## config.mk

```make
export PLATFORM = sky130hd
export DESIGN_NAME = imem_loader
export DESIGN_NICKNAME = d
export VERILOG_FILES = /design/src/rtl/imem_loader_pkg.sv /design/src/rtl/instr_encoder.sv /design/src/rtl/imem_loader.sv
export SDC_FILE = /design/constraint.sdc
export NUM_CORES = 1
export LEC_CHECK = 0
export CAP_MARGIN = 25
export CORE_MARGIN = 2
export CORE_UTILIZATION = 35
export CTS_BUF_LIST = sky130_fd_sc_hd__clkbuf_8
export DETAILED_ROUTE_END_ITERATION = 6
export PLACE_DENSITY = 0.56
export SKIP_CTS_REPAIR_TIMING = 1
export SLEW_MARGIN = 10
export SYNTH_ARGS = -nofsm -noshare
export SYNTH_HDL_FRONTEND = slang
export SYNTH_SLANG_ARGS = --single-unit
```

## constraint.sdc

```tcl
create_clock -name clk -period 3.1 [get_ports clk]
set_clock_uncertainty 0.2 [all_clocks]
set_input_delay 0.62 -clock clk [delete_from_list [all_inputs] [get_ports clk]]
set_output_delay 0.62 -clock clk [all_outputs]
set_load 0.005 [all_outputs]
```

## src/rtl/imem_loader_pkg.sv

```systemverilog
`default_nettype none
// ============================================================================
//  Module      : imem_loader_pkg
//  Description : Shared types and constants for the instruction-memory loader:
//                symbolic op codes, MIPS opcode/funct values, FSM state type.
//  Revision    : 1.0 - initial release
// ============================================================================
package imem_loader_pkg;

    // Symbolic operation requested by the controller; 12..15 are illegal
    typedef enum logic [3:0] {
        OP_LW   = 4'd0,
        OP_SW   = 4'd1,
        OP_J    = 4'd2,
        OP_JAL  = 4'd3,
        OP_BNE  = 4'd4,
        OP_BEQ  = 4'd5,
        OP_XORI = 4'd6,
        OP_ADDI = 4'd7,
        OP_ADD  = 4'd8,
        OP_SUB  = 4'd9,
        OP_SLT  = 4'd10,
        OP_JR   = 4'd11
    } op_e;

    // Primary opcodes, identical to the values the decoder matches on
    localparam logic [5:0] c_opc_special = 6'h00;
    localparam logic [5:0] c_opc_j       = 6'h02;
    localparam logic [5:0] c_opc_jal     = 6'h03;
    localparam logic [5:0] c_opc_beq     = 6'h04;
    localparam logic [5:0] c_opc_bne     = 6'h05;
    localparam logic [5:0] c_opc_addi    = 6'h08;
    localparam logic [5:0] c_opc_xori    = 6'h0E;
    localparam logic [5:0] c_opc_lw      = 6'h23;
    localparam logic [5:0] c_opc_sw      = 6'h2B;

    // Funct field values for SPECIAL-opcode instructions
    localparam logic [5:0] c_funct_jr    = 6'h08;
    localparam logic [5:0] c_funct_add   = 6'h20;
    localparam logic [5:0] c_funct_sub   = 6'h22;
    localparam logic [5:0] c_funct_slt   = 6'h2A;

    // Loader session state
    typedef enum logic [1:0] {
        ST_IDLE  = 2'd0,
        ST_LOAD  = 2'd1,
        ST_DRAIN = 2'd2
    } state_e;

endpackage
`default_nettype wire

```

## src/rtl/instr_encoder.sv

```systemverilog
`default_nettype none
// ============================================================================
//  Module      : instr_encoder
//  Description : Combinational MIPS encoder: symbolic op plus register,
//                immediate and target fields -> 32-bit machine word.
//                Flags op codes outside the defined set as illegal.
//  Revision    : 1.0 - initial release
// ============================================================================
module instr_encoder
    import imem_loader_pkg::*;
(
    input  logic [3:0]  op,
    input  logic [4:0]  rs,
    input  logic [4:0]  rt,
    input  logic [4:0]  rd,
    input  logic [15:0] imm,
    input  logic [25:0] target,
    output logic [31:0] word,
    output logic        illegal
);

    // Select the instruction format and fill its fields; shamt is always zero
    always_comb begin
        word    = '0;
        illegal = 1'b0;
        case (op)
            OP_LW:   word = {c_opc_lw,   rs, rt, imm};
            OP_SW:   word = {c_opc_sw,   rs, rt, imm};
            OP_BEQ:  word = {c_opc_beq,  rs, rt, imm};
            OP_BNE:  word = {c_opc_bne,  rs, rt, imm};
            OP_ADDI: word = {c_opc_addi, rs, rt, imm};
            OP_XORI: word = {c_opc_xori, rs, rt, imm};
            OP_J:    word = {c_opc_j,   target};
            OP_JAL:  word = {c_opc_jal, target};
            OP_ADD:  word = {c_opc_special, rs, rt, rd, 5'd0, c_funct_add};
            OP_SUB:  word = {c_opc_special, rs, rt, rd, 5'd0, c_funct_sub};
            OP_SLT:  word = {c_opc_special, rs, rt, rd, 5'd0, c_funct_slt};
            OP_JR:   word = {c_opc_special, rs, 5'd0, 5'd0, 5'd0, c_funct_jr};
            default: illegal = 1'b1;
        endcase
    end

endmodule
`default_nettype wire

```

## src/rtl/imem_loader.sv

```systemverilog
`default_nettype none
// ============================================================================
//  Module      : imem_loader
//  Description : Encodes symbolic instruction requests and writes them to
//                sequential instruction-memory addresses through a 2-entry
//                buffer, with per-session capacity limiting.
//  Revision    : 1.0 - initial release
// ============================================================================
module imem_loader
    import imem_loader_pkg::*;
#(
    parameter int                ADDR_W    = 10,
    parameter logic [ADDR_W-1:0] BASE_ADDR = '0
) (
    input  logic              clk,
    input  logic              reset_n,
    input  logic              start,
    input  logic              finish,
    input  logic              in_valid,
    output logic              in_ready,
    input  logic [3:0]        in_op,
    input  logic [4:0]        in_rs,
    input  logic [4:0]        in_rt,
    input  logic [4:0]        in_rd,
    input  logic [15:0]       in_imm,
    input  logic [25:0]       in_target,
    output logic              imem_we,
    output logic [ADDR_W-1:0] imem_addr,
    output logic [31:0]       imem_wdata,
    input  logic              imem_gnt,
    output logic [ADDR_W:0]   count,
    output logic              busy,
    output logic              done,
    output logic              err
);

    localparam logic [ADDR_W:0] c_cap    = {1'b1, {ADDR_W{1'b0}}};
    localparam logic [ADDR_W:0] c_cap_m1 = {1'b0, {ADDR_W{1'b1}}};

    state_e            r_state;
    state_e            w_state_nxt;
    logic              r_head_v;
    logic              r_tail_v;
    logic [ADDR_W-1:0] r_head_addr;
    logic [ADDR_W-1:0] r_tail_addr;
    logic [31:0]       r_head_word;
    logic [31:0]       r_tail_word;
    logic [ADDR_W-1:0] r_wr_addr;
    logic [ADDR_W:0]   r_acc_cnt;
    logic [ADDR_W:0]   r_count;
    logic              r_err;
    logic [31:0]       w_enc_word;
    logic              w_illegal;
    logic              w_accept;
    logic              w_push;
    logic              w_pop;
    logic              w_last;
    logic              w_start;

    instr_encoder u_enc (
        .op      (in_op),
        .rs      (in_rs),
        .rt      (in_rt),
        .rd      (in_rd),
        .imm     (in_imm),
        .target  (in_target),
        .word    (w_enc_word),
        .illegal (w_illegal)
    );

    assign w_accept = in_valid & in_ready;
    assign w_push   = w_accept & ~w_illegal;
    assign w_pop    = r_head_v & imem_gnt;
    assign w_last   = w_push & (r_acc_cnt == c_cap_m1);
    assign w_start  = (r_state == ST_IDLE) & start;

    // Session state register
    always_ff @(posedge clk or negedge reset_n) begin
        if (!reset_n) r_state <= ST_IDLE;
        else          r_state <= w_state_nxt;
    end

    // Next state plus in_ready/done; in_ready uses registered state only
    always_comb begin
        w_state_nxt = r_state;
        in_ready    = 1'b0;
        done        = 1'b0;
        case (r_state)
            ST_IDLE: begin
                if (start) w_state_nxt = ST_LOAD;
            end
            ST_LOAD: begin
                in_ready = ~(r_head_v & r_tail_v) & (r_acc_cnt < c_cap);
                if (finish || w_last) w_state_nxt = ST_DRAIN;
            end
            ST_DRAIN: begin
                if (!r_head_v) begin
                    done        = 1'b1;
                    w_state_nxt = ST_IDLE;
                end
            end
            default: w_state_nxt = ST_IDLE;
        endcase
    end

    // Write pointer, accepted/written counters and sticky error flag
    always_ff @(posedge clk or negedge reset_n) begin
        if (!reset_n) begin
            r_wr_addr <= BASE_ADDR;
            r_acc_cnt <= '0;
            r_count   <= '0;
            r_err     <= 1'b0;
        end else if (w_start) begin
            r_wr_addr <= BASE_ADDR;
            r_acc_cnt <= '0;
            r_count   <= '0;
            r_err     <= 1'b0;
        end else begin
            if (w_accept && w_illegal) r_err <= 1'b1;
            if (w_push) begin
                r_wr_addr <= r_wr_addr + ADDR_W'(1);
                r_acc_cnt <= r_acc_cnt + (ADDR_W+1)'(1);
            end
            if (w_pop) r_count <= r_count + (ADDR_W+1)'(1);
        end
    end

    // Two-entry FIFO kept as head/tail registers so the memory port is driven from flops
    always_ff @(posedge clk or negedge reset_n) begin
        if (!reset_n) begin
            r_head_v    <= 1'b0;
            r_tail_v    <= 1'b0;
            r_head_addr <= BASE_ADDR;
            r_tail_addr <= BASE_ADDR;
            r_head_word <= '0;
            r_tail_word <= '0;
        end else if (w_start) begin
            r_head_v <= 1'b0;
            r_tail_v <= 1'b0;
        end else if (w_pop && r_tail_v) begin
            r_head_addr <= r_tail_addr;
            r_head_word <= r_tail_word;
            r_tail_v    <= w_push;
            if (w_push) begin
                r_tail_addr <= r_wr_addr;
                r_tail_word <= w_enc_word;
            end
        end else if (w_pop) begin
            r_head_v <= w_push;
            if (w_push) begin
                r_head_addr <= r_wr_addr;
                r_head_word <= w_enc_word;
            end
        end else if (w_push) begin
            if (r_head_v) begin
                r_tail_v    <= 1'b1;
                r_tail_addr <= r_wr_addr;
                r_tail_word <= w_enc_word;
            end else begin
                r_head_v    <= 1'b1;
                r_head_addr <= r_wr_addr;
                r_head_word <= w_enc_word;
            end
        end
    end

    assign imem_we    = r_head_v;
    assign imem_addr  = r_head_addr;
    assign imem_wdata = r_head_word;
    assign count      = r_count;
    assign busy       = (r_state != ST_IDLE);
    assign err        = r_err;

endmodule
`default_nettype wire

```

# Word level (Yosys, flattened, before mapping)
# Index checks and enable logic that the tools add are counted.
[totals]
word_cells = 111
register_bits = 121
inputBits = 67
output_inout_bits = 58
[classes]
bitwise = 9
reduce_logical = 21
muxes = 44
n_eq_ne = 22
magnitude_cmp = 1
addsub = 3
[ops]
columns = ["op", "n"]
rows = [
  ["32-bit one-hot mux with 12 select lines", 1],
  ["32-bit two-way mux", 9],
  ["10-bit two-way mux", 11],
  ["11-bit two-way mux", 4],
  ["11-bit by 1-bit adder with 11-bit output (second input constant)", 2],
  ["4-bit by 3-bit == test with 1-bit output (second input constant)", 4],
  ["4-bit == test (second input constant)", 4],
  ["1-bit two-way mux", 15],
  ["2-bit nonzero test", 7],
  ["12-bit OR reduction", 1],
  ["11-bit by 10-bit == test with 1-bit output (second input constant)", 1],
  ["11-bit less-than comparator (second input constant)", 1],
  ["10-bit by 1-bit adder with 10-bit output (second input constant)", 1],
  ["2-bit != test (second input constant)", 5],
  ["3-bit AND reduction", 3],
  ["3-bit nonzero test", 3],
  ["4-bit by 2-bit == test with 1-bit output (second input constant)", 2],
  ["1-bit AND", 7],
  ["2-bit two-way mux", 3],
  ["3-bit by 1-bit != test with 1-bit output (second input constant)", 2],
  ["2-bit one-hot mux with 3 select lines", 1],
  ["5-bit AND reduction", 1],
  ["4-bit by 1-bit == test with 1-bit output (second input constant)", 1],
  ["4-bit zero test", 1],
  ["other kinds (8)", 10],
]

# Logic depth before layout (Yosys ltp)
[logic_depth]
word_depth = 10
depth_mapped = 7
depth_no_buf = 5

# Modules after synthesis
# A second synthesis with hierarchy kept.
[unflattened]
cells_unflattened = 517
hier_area_um2 = 6169.7
[by_module_without_submodules]
columns = ["mod", "seq_area_each_um2", "instances", "cells_per_inst", "area_per_inst_um2"]
rows = [
  ["imem_loader", 3027.9, 1, 423, 5542.8],
  ["instr_encoder", 0.0, 1, 94, 626.9],
]

# Worst setup path before layout
# No wires, ideal clock.
[synth_timing]
path_kind = "input -> register"
start = "input in_op[2]"
end = "register r_tail_addr[6]"
slack_ns = 0.709
required_ns = 2.775
n_path_buf = 3
arrival_ns = 2.067
setup_ns = 0.125
cell_stages = 7
cell_sequence = "buf_2 -> a22oi_2 -> nand2_1 -> clkbuf_1 -> nor2_1 -> buf_2 -> mux2_2"
[synth_via]
elab_chain_len = 5
elab_cells_between_ends = 17
cone_classes = "eq/ne: 12; bitwise: 1; reduce/logical: 4"
[synth_lines]
columns = ["element", "line_no", "text"]
rows = [
  ["start: declaration", "imem_loader.sv:21", "input logic [3:0] in_op,"],
  ["4-bit by 1-bit == test with 1-bit output, or another cell as far along", "instr_encoder.sv:26", "case (op)"],
  ["12-bit OR reduction (no source line) (*)", "n/a", ""],
  ["1-bit AND (*)", "imem_loader.sv:72", "assign w_push = w_accept & ~w_illegal;"],
  ["2-bit != test (no source line) / 2-bit nonzero test (equally long branches)", "n/a", ""],
  ["5-bit AND reduction (no source line) (*)", "n/a", ""],
  ["end signal: assignment", "imem_loader.sv:145", "r_tail_addr <= r_wr_addr;"],
  ["end signal: assignment", "imem_loader.sv:157", "r_tail_addr <= r_wr_addr;"],
  ["end: declaration", "imem_loader.sv:45", "logic [ADDR_W-1:0] r_tail_addr;"],
]
# Mark *: on every way between the ends. The rest lies on a longest branch, timed or not.
# A chain may end at the register's enable or synchronous reset.

# Final worst setup path
[layout_timing]
start = "register r_tail_v"
end = "output in_ready"
[layout_via]
elab_chain_len = 4
[layout_lines]
columns = ["element", "line_no", "text"]
rows = [
  ["start: declaration", "imem_loader.sv:43", "logic r_tail_v;"],
  ["start signal: assignment", "imem_loader.sv:143", "r_tail_v <= w_push;"],
  ["1-bit AND", "imem_loader.sv:93", "in_ready = ~(r_head_v & r_tail_v) & (r_acc_cnt < c_cap);"],
  ["1-bit inverter", "imem_loader.sv:93", ""],
  ["1-bit AND", "imem_loader.sv:93", ""],
  ["1-bit two-way mux", "imem_loader.sv:88", "case (r_state)"],
  ["end: declaration", "imem_loader.sv:20", "output logic in_ready,"],
]
# Every way passes these cells.

==> summary.md <==
| Metric | Value |
|---|---|
| Outcome | `complete, no violations` |
| Final worst-path cycle share | `0.927` |
| Synth Register Bits | `119` |
| Internal Pwr Total | `3880 µW` |
| Peak supply drop | `0.000340 V` |
| Max-cap viol count | `0` |
| Number of global-route vias before repair | `5131` |
| CP required | `2.28 ns` |
| Starting DRT DRC Count | `303` |
| Sequential area share after synthesis | `0.492` |
| DR DRC count | `0` |
| Main synth FF type | `dfrtp_1` |
| Worst setup SP type | `flop` |
| Top cells by area, synth | `dfrtp_1, o21ai_0, o31ai_1, mux2i_1, mux2_1` |
| Reg2Reg Depth | `5` |
| Antenna diodes | `0` |
| Synth Instances | `587` |
| Number of port buffers | `123` |
| WHS Path Cells | `1` |
| Worst path bufs/invs | `1` |
| Share of cells above drive strength 1 | `0.103` |
| Top-count cell post-synth | `dfrtp_1` |
| Via count | `5068` |
| Final instance area | `8070 µm²` |
| # IOs | `125` |
| Worst R2R End | `r_acc_cnt[7]` |
| R2r setup slk | `0.90 ns` |
| Top cell type's share of synthesized area | `0.492` |
| Sw Pwr | `1690 µW` |
| Worst Hold Launch | `r_tail_addr[9]` |
| CP cell instances | `and2_1, nor3_1, clkdlybuf4s50_1` |
| Clock Sinks | `119` |
| Seq pwr share | `0.398` |
| Crit path time final | `2.87 ns` |
| WL/cell | `17.4 µm` |
| Setup-failing EPs final | `0` |
| CTS Buf Count | `17` |
| CTS tree | `done` |
| First-pass DRT Iterations | `5` |
| Placed instance area | `7590 µm²` |
| Largest net degree at the start of global routing | `61` |
| Fillers | `1599` |
| Initial core utilization | `0.353` |
| Die span in y | `135 µm` |
| RSZ-0062 raised after global routing | `false` |
| Die ar. | `18300 µm²` |
| CTS Root Cell | `clkbuf_8` |
| Leakage | `0.00342 µW` |
| Post-DP HPWL | `11.2 mm` |
| CP endpoint kind | `output pin` |
| Reg clk slew, reported paths | `0.07 ns` |
| Total GRT Usage | `0.187` |
| Hold crit path type | `flop to flop` |
| Util after Layout | `0.471` |
| Setup CP Type | `flop to output pin` |
| Initial antenna violation count | `0` |
| Clk_lat worst skew | `0.43 ns` |
| Synth unique cells | `55` |
| Synthesized area per cell | `10.3 µm²` |
| Clock buffer depth | `2` |
| Post-synth design cell area | `6050 µm²` |
| # nets final | `776` |
| Placer Congestion | `0.819` |
| Post-synth top area cell | `dfrtp_1` |
| Worst r2r src | `imem_we` |
| Area of the core | `17100 µm²` |
| Clock H-tree levels | `4` |
| Syn-to-layout area delta | `33.4%` |
| Die width | `135 µm` |
| Setup TNS | `0 ns` |
| Max Slew Vio Count | `0` |
| Clock share of power | `0.301` |
| Final Worst Setup Slack | `0.226 ns` |
| Sw Share | `0.303` |
| Number of synthesized flops with an enable pin | `0` |
| Comb pwr share | `0.300` |
| Synth warn | `0` |
| Power per cell area | `690 nW/µm²` |
| Worst Hold Path EP | `r_tail_addr[9]` |
| Pre-CTS setup slack | `0.130 ns` |
| Vias per cell | `5.37` |
| Critical-path maximum fanout | `7` |
| CP top delay family | `buffers and inverters` |
| Post-route ant nets | `0` |
| FP Rows | `48` |
| Fraction of registers with async set/reset | `1.00` |
| Fin. Hold Viols | `0` |
| WP data arrival | `2.05 ns` |
| Grt total ovfl | `0` |
| Slowest cell on crit path | `clkdlybuf4s50_1` |
| First-pass GRT wire length | `26.9 mm` |
| Syn nets | `657` |
| Post-synth top cells | `dfrtp_1, o21ai_0, o31ai_1` |
| Worst path max stage delay | `0.59 ns` |
| Overall routed net length | `16.4 mm` |
| Max Freq | `348 MHz` |
## cell usage in the layout (no fill, tap or decap), types with 2 or more instances in the layout
cell / instances
a221oi_1: 5
nand2_1: 26
o21ai_0: 75
nand3_1: 12
a32o_1: 5
nor2b_1: 2
a211oi_1: 10
a21oi_1: 24
nand3b_1: 4
nand2b_1: 8
buf_4: 20
ha_1: 3
o31ai_1: 39
bufinv_16: 6
xor2_1: 9
nor3_1: 9
buf_12: 4
or4_1: 2
and3_1: 2
clkbuf_8: 19
dfrtp_1: 119
or3_1: 7
mux2_1: 25
and2_1: 3
nor2_1: 37
nand4_1: 5
mux2i_1: 29
o41ai_1: 8
mux2_2: 10
o21ai_1: 3
clkinv_2: 3
clkdlybuf4s50_1: 122
nor3b_1: 7
or2_2: 2
and4_1: 3
inv_1: 10
xnor2_1: 7
a22o_1: 11
## registers in the layout (all words and copies together), names as in the netlist, 2 cells and up
name	flops
r_wr_addr	10
r_acc_cnt	11
r_state	2
imem_addr	10
r_tail_word	31
r_tail_addr	10
imem_wdata	31
count	11
## how the worst max path moves through the flow
stage / slack, ns / endpoint / cells after the start / from
finish: 0.23 / in_ready / 3 / r_tail_v
global route: 0.13 / in_ready / 3 / r_tail_v
floorplan: 0.71 / r_tail_addr[6] / 7 / in_op[2]
detailed placement: 0.13 / imem_wdata[23] / 8 / in_op[3]
CTS: 0.18 / in_ready / 3 / r_tail_v
global placement: 0.24 / imem_wdata[23] / 8 / in_op[3]
## worst register-to-register path, delay by kind of cell, from the launching register on
family | cells | cell delay (ns)
buffers and inverters | 1 | 0.19
DFF | 1 | 0.38
and+or+nand+nor | 2 | 0.94
AOI/OAI and AO/OA | 2 | 0.41
## per-layer routing
metal	up-vias	track usage	routed length [µm]
met5	-	0	0
li1	2426	-	-
met4	0	0.0619	284
met1	2482	0.248	7500
met2	140	0.302	7870
met3	20	0.0449	736
## cell type report
type | count | area (µm²) | area share
repair buffers | 147 | 1460 | 0.181
clock inverters | 13 | 210 | 0.0261
well taps | 225 | 282 | 0.0349
inverters | 7 | 26.3 | 0.00326
flip-flops and latches | 119 | 2980 | 0.369
clock buffers | 19 | 262 | 0.0324
multi-input cells | 414 | 2850 | 0.353
## per-stage QoR
| step | std cells | hold WS (ns) | power, µW |
|---|---|---|---|
| 2_1_floorplan | 587 | 0.124 | 3010 |
| 3_3_place_gp | 911 | 0.266 | 3880 |
| 3_5_place_dp | 911 | 0.275 | 3930 |
| 4_1_cts | 943 | -0.120 | 5640 |
| 5_1_grt | 944 | 0.307 | 5930 |
| 6_report | 944 | 0.286 | 5570 |
## kinds of logic after synthesis
family	count (synthesis)	share of synthesized area
other cells	1	0.000620
mux	64	0.113
flops	119	0.492
compound gates	190	0.203
buf+inv	54	0.0387
fa+ha+maj	3	0.00621
xor+xnor	16	0.0232
simple gates	140	0.123
## power by group through the flow
stage / sequential, µW / combinational (µW) / clock [µW]
floorplan: 2200 / 812 / 0
global placement: 2230 / 1650 / 0
detailed placement: 2240 / 1690 / 0
CTS: 2220 / 1700 / 1720
global route: 2290 / 1850 / 1790
finish: 2220 / 1670 / 1680
Power figures use the tool's default switching activity.
